## config.mk

```make
export PLATFORM = sky130hd
export DESIGN_NAME = alu_pipe_flat
export DESIGN_NICKNAME = d
export VERILOG_FILES = /design/src/rtl/alu_pipe_if.sv /design/src/rtl/alu_pipe.sv /design/src/flat_wrapper.sv
export SDC_FILE = /design/constraint.sdc
export NUM_CORES = 1
export LEC_CHECK = 0
export BUFFER_PORTS_ARGS = -buffer_cell sky130_fd_sc_hd__buf_2
export CORE_MARGIN = 5
export CORE_UTILIZATION = 34
export DETAILED_ROUTE_END_ITERATION = 16
export SETUP_SLACK_MARGIN = 0.15
export SYNTH_ARGS = -nofsm -noshare
export SYNTH_HDL_FRONTEND = slang
export SYNTH_SLANG_ARGS = --single-unit
```

## constraint.sdc

```tcl
create_clock -name clk -period 5.9 [get_ports clk]
set_input_delay 1.18 -clock clk [delete_from_list [all_inputs] [get_ports clk]]
set_output_delay 1.18 -clock clk [all_outputs]
set_load 0.05 [all_outputs]
```

## src/rtl/alu_pipe_if.sv

```systemverilog
// Handshake bundle for alu_pipe: the issue side (in_*, op1, op2, aluSel) and
// the result side (out_*, aluOut, illegal). master = issuer/consumer, slave = ALU.
interface alu_pipe_if #(
  parameter int WIDTH = 32
) ();
  logic             in_valid;
  logic             in_ready;
  logic [WIDTH-1:0] op1;
  logic [WIDTH-1:0] op2;
  logic [3:0]       aluSel;
  logic             out_valid;
  logic             out_ready;
  logic [WIDTH-1:0] aluOut;
  logic             illegal;

  modport master (
    output in_valid, op1, op2, aluSel, out_ready,
    input  in_ready, out_valid, aluOut, illegal
  );

  modport slave (
    input  in_valid, op1, op2, aluSel, out_ready,
    output in_ready, out_valid, aluOut, illegal
  );
endinterface

```

## src/rtl/alu_pipe.sv

```systemverilog
// Handshaked RV32-style ALU with a registered result stage and WIDTH-bit datapath.
// Define ALU_PIPE_MUL_EN to add the iterative MUL/MULHU (opcodes 11/12).
module alu_pipe #(
  parameter int WIDTH = 32
) (
  input  logic     clk,
  input  logic     rst,
  alu_pipe_if.slave io
);
  localparam int SHW = $clog2(WIDTH);

  typedef enum logic [1:0] {
    S_IDLE = 2'd0,
    S_FULL = 2'd1
`ifdef ALU_PIPE_MUL_EN
    ,
    S_BUSY = 2'd2
`endif
  } state_t;

  // Single-cycle opcodes; returns {illegal, result}.
  function automatic logic [WIDTH:0] alu_eval(input logic [WIDTH-1:0] a,
                                               input logic [WIDTH-1:0] b,
                                               input logic [3:0]       sel);
    logic signed [WIDTH-1:0] a_s;
    logic signed [WIDTH-1:0] b_s;
    logic        [SHW-1:0]   sh;
    logic        [WIDTH-1:0] r;
    logic                    ill;
    a_s = a;
    b_s = b;
    sh  = b[SHW-1:0];
    r   = '0;
    ill = 1'b0;
    case (sel)
      4'd0:    r = a + b;
      4'd1:    r = a - b;
      4'd2:    r = a & b;
      4'd3:    r = a | b;
      4'd4:    r = a ^ b;
      4'd5:    r = {{(WIDTH-1){1'b0}}, (a_s < b_s)};
      4'd6:    r = {{(WIDTH-1){1'b0}}, (a < b)};
      4'd7:    r = a << sh;
      4'd8:    r = a >> sh;
      4'd9:    r = a_s >>> sh;
      4'd10:   r = a;
      default: ill = 1'b1;
    endcase
    return {ill, r};
  endfunction

  state_t           state_p1;
  logic             vld_p1;
  logic [WIDTH-1:0] res_p1;
  logic             ill_p1;
  logic             in_ready;
  logic             accept_p0;
  logic [WIDTH:0]   eval_p0;

  assign in_ready     = !rst && ((state_p1 == S_IDLE) ||
                                 ((state_p1 == S_FULL) && io.out_ready));
  assign io.in_ready  = in_ready;
  assign io.out_valid = vld_p1;
  assign io.aluOut    = res_p1;
  assign io.illegal   = ill_p1;

  assign accept_p0 = io.in_valid && in_ready;
  assign eval_p0   = alu_eval(io.op1, io.op2, io.aluSel);

`ifdef ALU_PIPE_MUL_EN
  localparam logic [SHW-1:0] CNT_LAST = SHW'(WIDTH - 1);

  logic [WIDTH-1:0]   mcand_p1;
  logic [WIDTH-1:0]   mplier_p1;
  logic [2*WIDTH-1:0] acc_p1;
  logic [2*WIDTH-1:0] acc_nxt;
  logic [WIDTH:0]     sum;
  logic               hi_p1;
  logic [SHW-1:0]     cnt_p1;
  logic               start_mul_p0;

  assign start_mul_p0 = accept_p0 && ((io.aluSel == 4'd11) || (io.aluSel == 4'd12));

  // Shift-add step: the carry out of the upper half becomes the new MSB.
  always_comb begin
    sum     = {1'b0, acc_p1[2*WIDTH-1:WIDTH]} + (mplier_p1[0] ? {1'b0, mcand_p1} : '0);
    acc_nxt = {sum, acc_p1[WIDTH-1:1]};
  end

  always_ff @(posedge clk) begin
    if (start_mul_p0) begin
      mcand_p1  <= io.op1;
      mplier_p1 <= io.op2;
      acc_p1    <= '0;
      hi_p1     <= (io.aluSel == 4'd12);
    end else if (state_p1 == S_BUSY) begin
      acc_p1    <= acc_nxt;
      mplier_p1 <= mplier_p1 >> 1;
    end
  end
`endif

  // p0 -> p1: issue into the result register or the multiplier
  always_ff @(posedge clk) begin
    if (rst) begin
      state_p1 <= S_IDLE;
      vld_p1   <= 1'b0;
      res_p1   <= '0;
      ill_p1   <= 1'b0;
`ifdef ALU_PIPE_MUL_EN
      cnt_p1   <= '0;
`endif
    end else begin
      case (state_p1)
        S_IDLE, S_FULL: begin
          if (accept_p0) begin
`ifdef ALU_PIPE_MUL_EN
            if (start_mul_p0) begin
              state_p1 <= S_BUSY;
              vld_p1   <= 1'b0;
              cnt_p1   <= '0;
            end else
`endif
            begin
              state_p1 <= S_FULL;
              vld_p1   <= 1'b1;
              res_p1   <= eval_p0[WIDTH-1:0];
              ill_p1   <= eval_p0[WIDTH];
            end
          end else if ((state_p1 == S_FULL) && io.out_ready) begin
            state_p1 <= S_IDLE;
            vld_p1   <= 1'b0;
          end
        end
`ifdef ALU_PIPE_MUL_EN
        S_BUSY: begin
          cnt_p1 <= cnt_p1 + 1'b1;
          if (cnt_p1 == CNT_LAST) begin
            state_p1 <= S_FULL;
            vld_p1   <= 1'b1;
            ill_p1   <= 1'b0;
            res_p1   <= hi_p1 ? acc_nxt[2*WIDTH-1:WIDTH] : acc_nxt[WIDTH-1:0];
          end
        end
`endif
        default: begin
          state_p1 <= S_IDLE;
          vld_p1   <= 1'b0;
        end
      endcase
    end
  end
endmodule
```

## src/flat_wrapper.sv

```systemverilog
// flat-port wrapper written by rule: the top's interface ports become plain ports
module alu_pipe_flat 
#(
  parameter int WIDTH = 32
)
  (clk, rst, io_in_valid, io_op1, io_op2, io_aluSel, io_out_ready, io_in_ready, io_out_valid, io_aluOut, io_illegal);
  alu_pipe_if #(.WIDTH(WIDTH)) io_i ();
  input  logic clk;
  input  logic rst;
  input wire logic [$bits(io_i.in_valid)-1:0] io_in_valid;
  input wire logic [$bits(io_i.op1)-1:0] io_op1;
  input wire logic [$bits(io_i.op2)-1:0] io_op2;
  input wire logic [$bits(io_i.aluSel)-1:0] io_aluSel;
  input wire logic [$bits(io_i.out_ready)-1:0] io_out_ready;
  output wire logic [$bits(io_i.in_ready)-1:0] io_in_ready;
  output wire logic [$bits(io_i.out_valid)-1:0] io_out_valid;
  output wire logic [$bits(io_i.aluOut)-1:0] io_aluOut;
  output wire logic [$bits(io_i.illegal)-1:0] io_illegal;
  assign io_i.in_valid = io_in_valid;
  assign io_i.op1 = io_op1;
  assign io_i.op2 = io_op2;
  assign io_i.aluSel = io_aluSel;
  assign io_i.out_ready = io_out_ready;
  assign io_in_ready = io_i.in_ready;
  assign io_out_valid = io_i.out_valid;
  assign io_aluOut = io_i.aluOut;
  assign io_illegal = io_i.illegal;
  alu_pipe #(.WIDTH(WIDTH)) u_core (.clk(clk), .rst(rst), .io(io_i));
endmodule
```

==> results of run 1 <==
state kept, by name (all words and copies together) (netlist names):
signal and count:
u_core.io.out_valid 1, u_core.io.aluOut 32, u_core.io.illegal 1
metal layers:
metal	up-vias	wire length, um	GRT usage, %	part of all wire [%]
li1	5475	-	-	-
met2	719	20900	42.2	43
met1	5918	20900	38.0	43
met5	-	46	0	0.094
met4	6	2740	12.2	5.6
met3	139	4210	4.53	8.6
worst max path at each step:
stage | to | slack, ps | depth (start not counted)
2_1_floorplan | u_core.io.aluOut[25]$_SDFFE_PP0P_ | 1400 | 14
5_1_grt | u_core.io.aluOut[26]$_SDFFE_PP0P_ | 1090 | 12
3_3_place_gp | u_core.io.aluOut[26]$_SDFFE_PP0P_ | 1150 | 12
6_report | u_core.io.aluOut[26]$_SDFFE_PP0P_ | 1250 | 12
3_5_place_dp | u_core.io.aluOut[26]$_SDFFE_PP0P_ | 1040 | 12
4_1_cts | u_core.io.aluOut[26]$_SDFFE_PP0P_ | 1370 | 12
worst max-delay path, cell delays in order:
cell and delay, ps:
buf_2 270, inv_1 80, ha_1 570, inv_1 180, a21o_1 250, or4_1 460, o211ai_1 400, a31oi_1 350
a31oi_1 510, o221ai_1 210, a211oi_1 250, o21ai_1 80
placed cells by master, fill, tap and decap left out, types with 13 or more instances in the layout:
cell type	Yosys	routed
a31oi_1	16	16
buf_2	17	104
nand2_1	127	127
buf_4	7	31
a21o_1	21	21
nor2_1	149	148
a22oi_1	24	24
nand2b_1	21	21
mux2i_1	42	42
a21oi_1	122	120
dfxtp_1	34	34
nor3_1	33	31
a211oi_1	26	26
o31ai_1	18	18
inv_1	94	93
a221oi_1	23	23
nand3_1	37	37
mux4_2	58	58
nor2b_1	13	13
nor4_1	17	16
o21ai_0	107	107
ha_1	99	99
o211ai_1	16	16
synthesized netlist by cell type, drive strengths merged (33+ instances only):
| master | n | share of area, % |
|---|---|---|
| nor2 | 149 | 5.5 |
| nand2 | 127 | 4.6 |
| a21oi | 123 | 6.0 |
| o21ai | 117 | 5.7 |
| ha | 99 | 12 |
| inv | 94 | 3.4 |
| clkbuf | 74 | 2.7 |
| mux4 | 58 | 13 |
| mux2i | 42 | 4.1 |
| buf | 37 | 1.9 |
| nand3 | 37 | 1.8 |
| dfxtp | 34 | 6.6 |
| nor3 | 33 | 1.6 |
cells by family (layout without fill, tap and decap cells):
family	after synthesis	in the layout	share of synthesized area [%]
muxes	108	108	17.7
DFF	34	34	6.63
and+or+nand+nor	448	448	20.1
xor gates and xnor gates	5	5	0.427
adders and majority gates	101	101	12.5
buffers and inverters	205	237	8.04
AOI/OAI and AO/OA	524	524	34.7
per-stage QoR:
step | std cells | util [%] | cell area, um2
after floorplan | 1425 | - | 10300
after global placement | 1839 | 37.2 | 11100
after detailed placement | 1839 | 37.2 | 11100
after CTS | 1847 | 37.8 | 11200
after global routing | 1847 | 37.8 | 11200
final | 1847 | 37.8 | 11200
area by class of cell:
class / instances / area [um2] / share of cell area, %
flip-flops and latches: 34 / 681 / 6.06
repair buffers: 135 / 753 / 6.71
multi-input cells: 1186 / 8790 / 78.3
clock buffers: 8 / 166 / 1.48
inverters: 94 / 353 / 3.14
well taps: 390 / 488 / 4.35
power by group:
part	total [mW]	internal [mW]	switching (mW)
clock	0.310	0.192	0.119
sequential	0.251	0.244	0.00792
combinational	1.01	0.344	0.670
==> metrics.yaml, run 1 <==
run_status:
  status: "complete, no violations"
hold_path:
  hold_path_end: "u_core.io.aluOut[25]$_SDFFE_PP0P_"
  min_path_cells: 2
  min_path_type: "flip-flop to flip-flop"
  hold_start: "u_core.io.aluOut[25]$_SDFFE_PP0P_"
floorplanning:
  num_rows: 63
  ioPinCount: 107
  die_h_um: 184
  start_util_pct: 34.5
  dieArea_um2: 33700
  dieWidth_um: 184
  coreArea_um2: 29700
logic_synthesis:
  netlist_area_um2: 10300
  synth-edff-count: 0
  yosys_register_bits: 34
  ys_seq_area_share_pct: 6.63
  ys.flop_type: "dfxtp_1"
  ys_warn_count: 0
  syn_area_per_cell_um2: 7.20
  syn_nets: 1598
  netlist_instances: 1425
  yosysUniqueCellTypes: 84
  synth-async-reset-ratio_pct: 0
job:
  cap_violations: 0
sta:
  finalMaxSlewViolations: 0
  fin_setup_tns_ps: 0
  setup_viol: 0
  fin_ws_ps: 1250
  hold_viol: 0
  maxSlewHeadroom_pct: 25.1
  clock_skew_ps: 7.01
  fin_crit_ps: 4650
  worst_pin_slew_ps: 1110
  rsz0062_at_grt: "false"
  finalCritPeriodShare_pct: 78.8
  holdWs_ps: 444
  timing.fmax_mhz: 215
cts:
  clock_latency_ps: 300
  cts_setup_buffers: 0
  clk_pin_slew_ps: 60
  max-clock-path-buffers: 2
  holdBufCountCts: 0
  cts_resized: 0
  cts_root_buf: "clkbuf_16"
  htree_levels: 2
  cts_tree: "done"
  cts_inserted_buffers: 5
  clock_sink_count: 34
critical_path:
  r2r_cells: 8
  crit_path_start_kind: "primary input"
  worstReg2RegEnd: "u_core.io.aluOut[30]$_SDFFE_PP0P_"
  critPathKind: "primary input to flip-flop"
  worstSetupStartpoint: "io_op1[13]"
  r2r_start: "u_core.io.out_valid$_SDFFE_PP0P_"
  cp_max_fo: 12
  worstSetupEndpointType: "flip-flop"
  cp.arrival_ps: 4800
  r2r_slack_ps: 2770
  required_ps: 6050
route:
  vias: 12300
  route.detailed.drc: 0
  wl_per_cell_um: 26.4
  drt_first_pass_iters: 6
  wl_um: 48700
  drtAntennaViolNets: 0
  vias_per_cell: 6.64
  drt-initial-drc-count: 1815
finish:
  syn2layout_area_growth_pct: 9.44
  final_nets: 1629
  num_antenna_cells: 0
  drive_gt1_share_pct: 16.1
  fillers: 3167
power_and_ir_drop:
  p_total_mw: 1.58
  p_per_area_nw_per_um2: 140
  ir_drop_mv: 0.101
  p_leak_nw: 4.70
global_route:
  antenna_found_initial: 4
  grt_max_degree: 67
  grt_usage_pct: 27.5
  overflow: 0
  grt_first_pass_wirelength_um: 72300
  first_global_vias: 11500
place:
  post-place-ws_ps: 1040
  gp_congestion: 0.985
  dp_hpwl_um: 37400
  numPortBuffers: 106
Note: power is estimated with default switching activity, not from simulation.
==> run 2, diff against run 1 <==
clock period = 4.23 ns   (was 5.9 ns; I/O delays follow)
==> run 2 against run 1 <==
Compared with the run above:
- sequential power up 40%
- first-iteration DRC count down 5.4%
- via count up 3.3%
- core utilization up 1.3 points
- cell area up 3.5%
- global-route usage up 0.58 points
- register-to-register slack worse by 1000 ps
- clock skew up 4.6 ps
- count of clock-buffer cells in the layout down 1
- setup slack worse by 890 ps
- sequential cell count unchanged
- critical path type unchanged
==> metrics.yaml, run 2 (synthesis results as in run 1) <==
critical_path:
  worstSetupEndpointType: "flip-flop"  # unchanged
  cp_num_cells: 12  # unchanged
  cp_top_family: "compound AO/OA/AOI/OAI gates"  # unchanged
  cp_max_fo: 9  # was 12
  required_ps: 4400  # was 6050 ps
  worstReg2RegEnd: "u_core.io.aluOut[29]$_SDFFE_PP0P_"  # was u_core.io.aluOut[30]$_SDFFE_PP0P_
  critPathSlowestCell: "a31oi_1"  # was ha_1
  critPathBufInv: 2  # was 3
  r2r_cells: 8  # unchanged
  critPathKind: "primary input to flip-flop"  # unchanged
  path_cells: "buf_4, inv_1, ha_1, a211oi_1, o21ai_1, a211oi_2, nor2_1, a31oi_1, o21bai_1, and4_1, a2111oi_0, a211oi_1"  # was buf_2, inv_1, ha_1, inv_1, a21o_1, or4_1, o211ai_1, a31oi_1, a31oi_1, o221ai_1, a211oi_1, o21ai_1
  crit_path_start_kind: "primary input"  # unchanged
  cp.arrival_ps: 4040  # was 4800 ps
  worstSetupStartpoint: "io_op2[1]"  # was io_op1[13]
  r2r_slack_ps: 1770  # was 2770 ps
  cpPeakStageDelay_ps: 470  # was 570 ps
  path_common_cell: "a211oi_1"
  cp-endpoint: "u_core.io.aluOut[27]$_SDFFE_PP0P_"  # was u_core.io.aluOut[26]$_SDFFE_PP0P_
  r2r_start: "u_core.io.out_valid$_SDFFE_PP0P_"  # unchanged
power_and_ir_drop:
  p_per_area_nw_per_um2: 192  # was 140 nW/um2
  p_leak_nw: 4.94  # was 4.70 nW
  ir_drop_mv: 0.143  # was 0.101 mV
sta:
  setup_viol: 0  # unchanged
  timing.fmax_mhz: 259
  worst_pin_slew_ps: 1060  # was 1110 ps
  fin_crit_ps: 3870
  finalMaxSlewViolations: 0  # unchanged
  fin_setup_tns_ps: 0  # unchanged
  rsz0062_at_grt: "false"  # unchanged
  finalCritPeriodShare_pct: 91.4
  hold_viol: 0  # unchanged
  clock_skew_ps: 11.7  # was 7.01 ps
  maxSlewHeadroom_pct: 28.7  # was 25.1%
route:
  wl_um: 49700  # was 48700 um
  drtAntennaViolNets: 0  # unchanged
  wl_per_cell_um: 26.2  # was 26.4 um
  vias_per_cell: 6.67  # was 6.64
  drt_first_pass_iters: 6  # unchanged
  vias: 12700  # was 12300
  drt-initial-drc-count: 1717  # was 1815
  route.detailed.drc: 0  # unchanged
cts:
  holdBufCountCts: 0  # unchanged
  cts_resized: 0  # unchanged
  cts_setup_buffers: 0  # unchanged
  clock_latency_ps: 300  # about the same
  htree_levels: 2  # unchanged
  clock_sink_count: 34  # unchanged
  cts_tree: "done"  # unchanged
  cts_root_buf: "clkbuf_16"  # unchanged
  cts_inserted_buffers: 5  # unchanged
  max-clock-path-buffers: 2  # unchanged
  clk_pin_slew_ps: 70  # was 60 ps
floorplanning:
  dieWidth_um: 184  # unchanged
  start_util_pct: 34.5  # unchanged
  dieArea_um2: 33700  # unchanged
  die_h_um: 184  # unchanged
  coreArea_um2: 29700  # unchanged
  num_rows: 63  # unchanged
  ioPinCount: 107  # unchanged
finish:
  multiInputGateArea_um2: 8790  # unchanged
  drive_gt1_share_pct: 18.8  # was 16.1%
  seq_area_um2: 681  # unchanged
  largest_register_ff_count: 32  # unchanged
  final_cell_mix: "nor2_1, nand2_1, a21oi_1"  # unchanged
  final_nets: 1678  # was 1629
  syn2layout_area_growth_pct: 13.2  # was 9.44%
  layout.cells.non_filler: 1897  # was 1847
  layout_commonest_cell: "nor2_1"  # unchanged
  final_area_um2: 11600  # was 11200 um2
  fillers: 3202  # was 3167
global_route:
  antenna_found_initial: 5  # was 4
  grt_max_degree: 69  # was 67
  grt_first_pass_wirelength_um: 73800  # was 72300 um
  first_global_vias: 11700  # was 11500
  grt_usage_pct: 28.1  # was 27.5%
  overflow: 0  # unchanged
place:
  numPortBuffers: 106  # unchanged
  dp_hpwl_um: 38800  # was 37400 um
  dp_cells: 1888  # was 1839
  placed_area_um2: 11500  # was 11100 um2
  gp_congestion: 1.04  # was 0.985
hold_path:
  min_path_cells: 2  # unchanged
  min_path_type: "flip-flop to flip-flop"  # unchanged
job:
  cap_violations: 0  # unchanged
run_status:
  status: "complete, no violations"  # unchanged
## run 2: cell types whose count changed in the layout (fill, tap and decap cells not counted), sizes merged
| cell | delta |
|---|---|
| buf | +49 |
| clkbuf | -1 |
| clkinv | +1 |
| diode | +1 |
## run 2: where the power goes
group / total [mW] / switching, mW / internal (mW)
clock: 0.412 / 0.177 / 0.235
sequential: 0.351 / 0.0115 / 0.340
combinational: 1.46 / 0.943 / 0.519
total: 2.23 / 1.13 / 1.09
## run 2: cell type report
| type | instances | area share [%] |
|---|---|---|
| multi-input cells | 1186 | 75.6 |
| diodes | 1 | 0.0215 |
| flip-flops and latches | 34 | 5.86 |
| clock inverters | 1 | 0.0431 |
| inverters | 94 | 3.04 |
| clock buffers | 7 | 1.23 |
| well taps | 390 | 4.20 |
| repair buffers | 184 | 9.97 |
## run 2: worst min-delay path by stage
stage,start,endpoint,slack [ps]
6_report,u_core.io.aluOut[16]$_SDFFE_PP0P_,u_core.io.aluOut[16]$_SDFFE_PP0P_,450
5_1_grt,u_core.io.aluOut[21]$_SDFFE_PP0P_,u_core.io.aluOut[21]$_SDFFE_PP0P_,470
4_1_cts,u_core.io.aluOut[4]$_SDFFE_PP0P_,u_core.io.aluOut[4]$_SDFFE_PP0P_,450
3_5_place_dp,u_core.io.aluOut[21]$_SDFFE_PP0P_,u_core.io.aluOut[21]$_SDFFE_PP0P_,440
3_3_place_gp,u_core.io.aluOut[6]$_SDFFE_PP0P_,u_core.io.aluOut[6]$_SDFFE_PP0P_,430
2_1_floorplan,u_core.io.aluOut[16]$_SDFFE_PP0P_,u_core.io.aluOut[16]$_SDFFE_PP0P_,670
## run 2: worst min-delay path: stages (launching register included)
cell and delay (ps):
dfxtp_1 300, nand2_1 50, o21ai_1 50
## run 2: layer usage
layer  part of all wire [%]  global-route usage, %
met5                  0.074                      0
met4                    6.9                   15.5
met3                     10                   5.12
met2                     43                   42.4
met1                     40                   37.7
## run 2: per-stage QoR
stage          worst slack, ps  power [mW]  util, %  hold slack (ps)
6_report                   362        2.23     39.1              446
5_1_grt                    258        2.34     39.1              470
4_1_cts                    508        2.19     39.1              452
3_5_place_dp               209        1.77     38.6              437
3_3_place_gp               291        1.77     38.6              431
2_1_floorplan              237        1.29        -              667
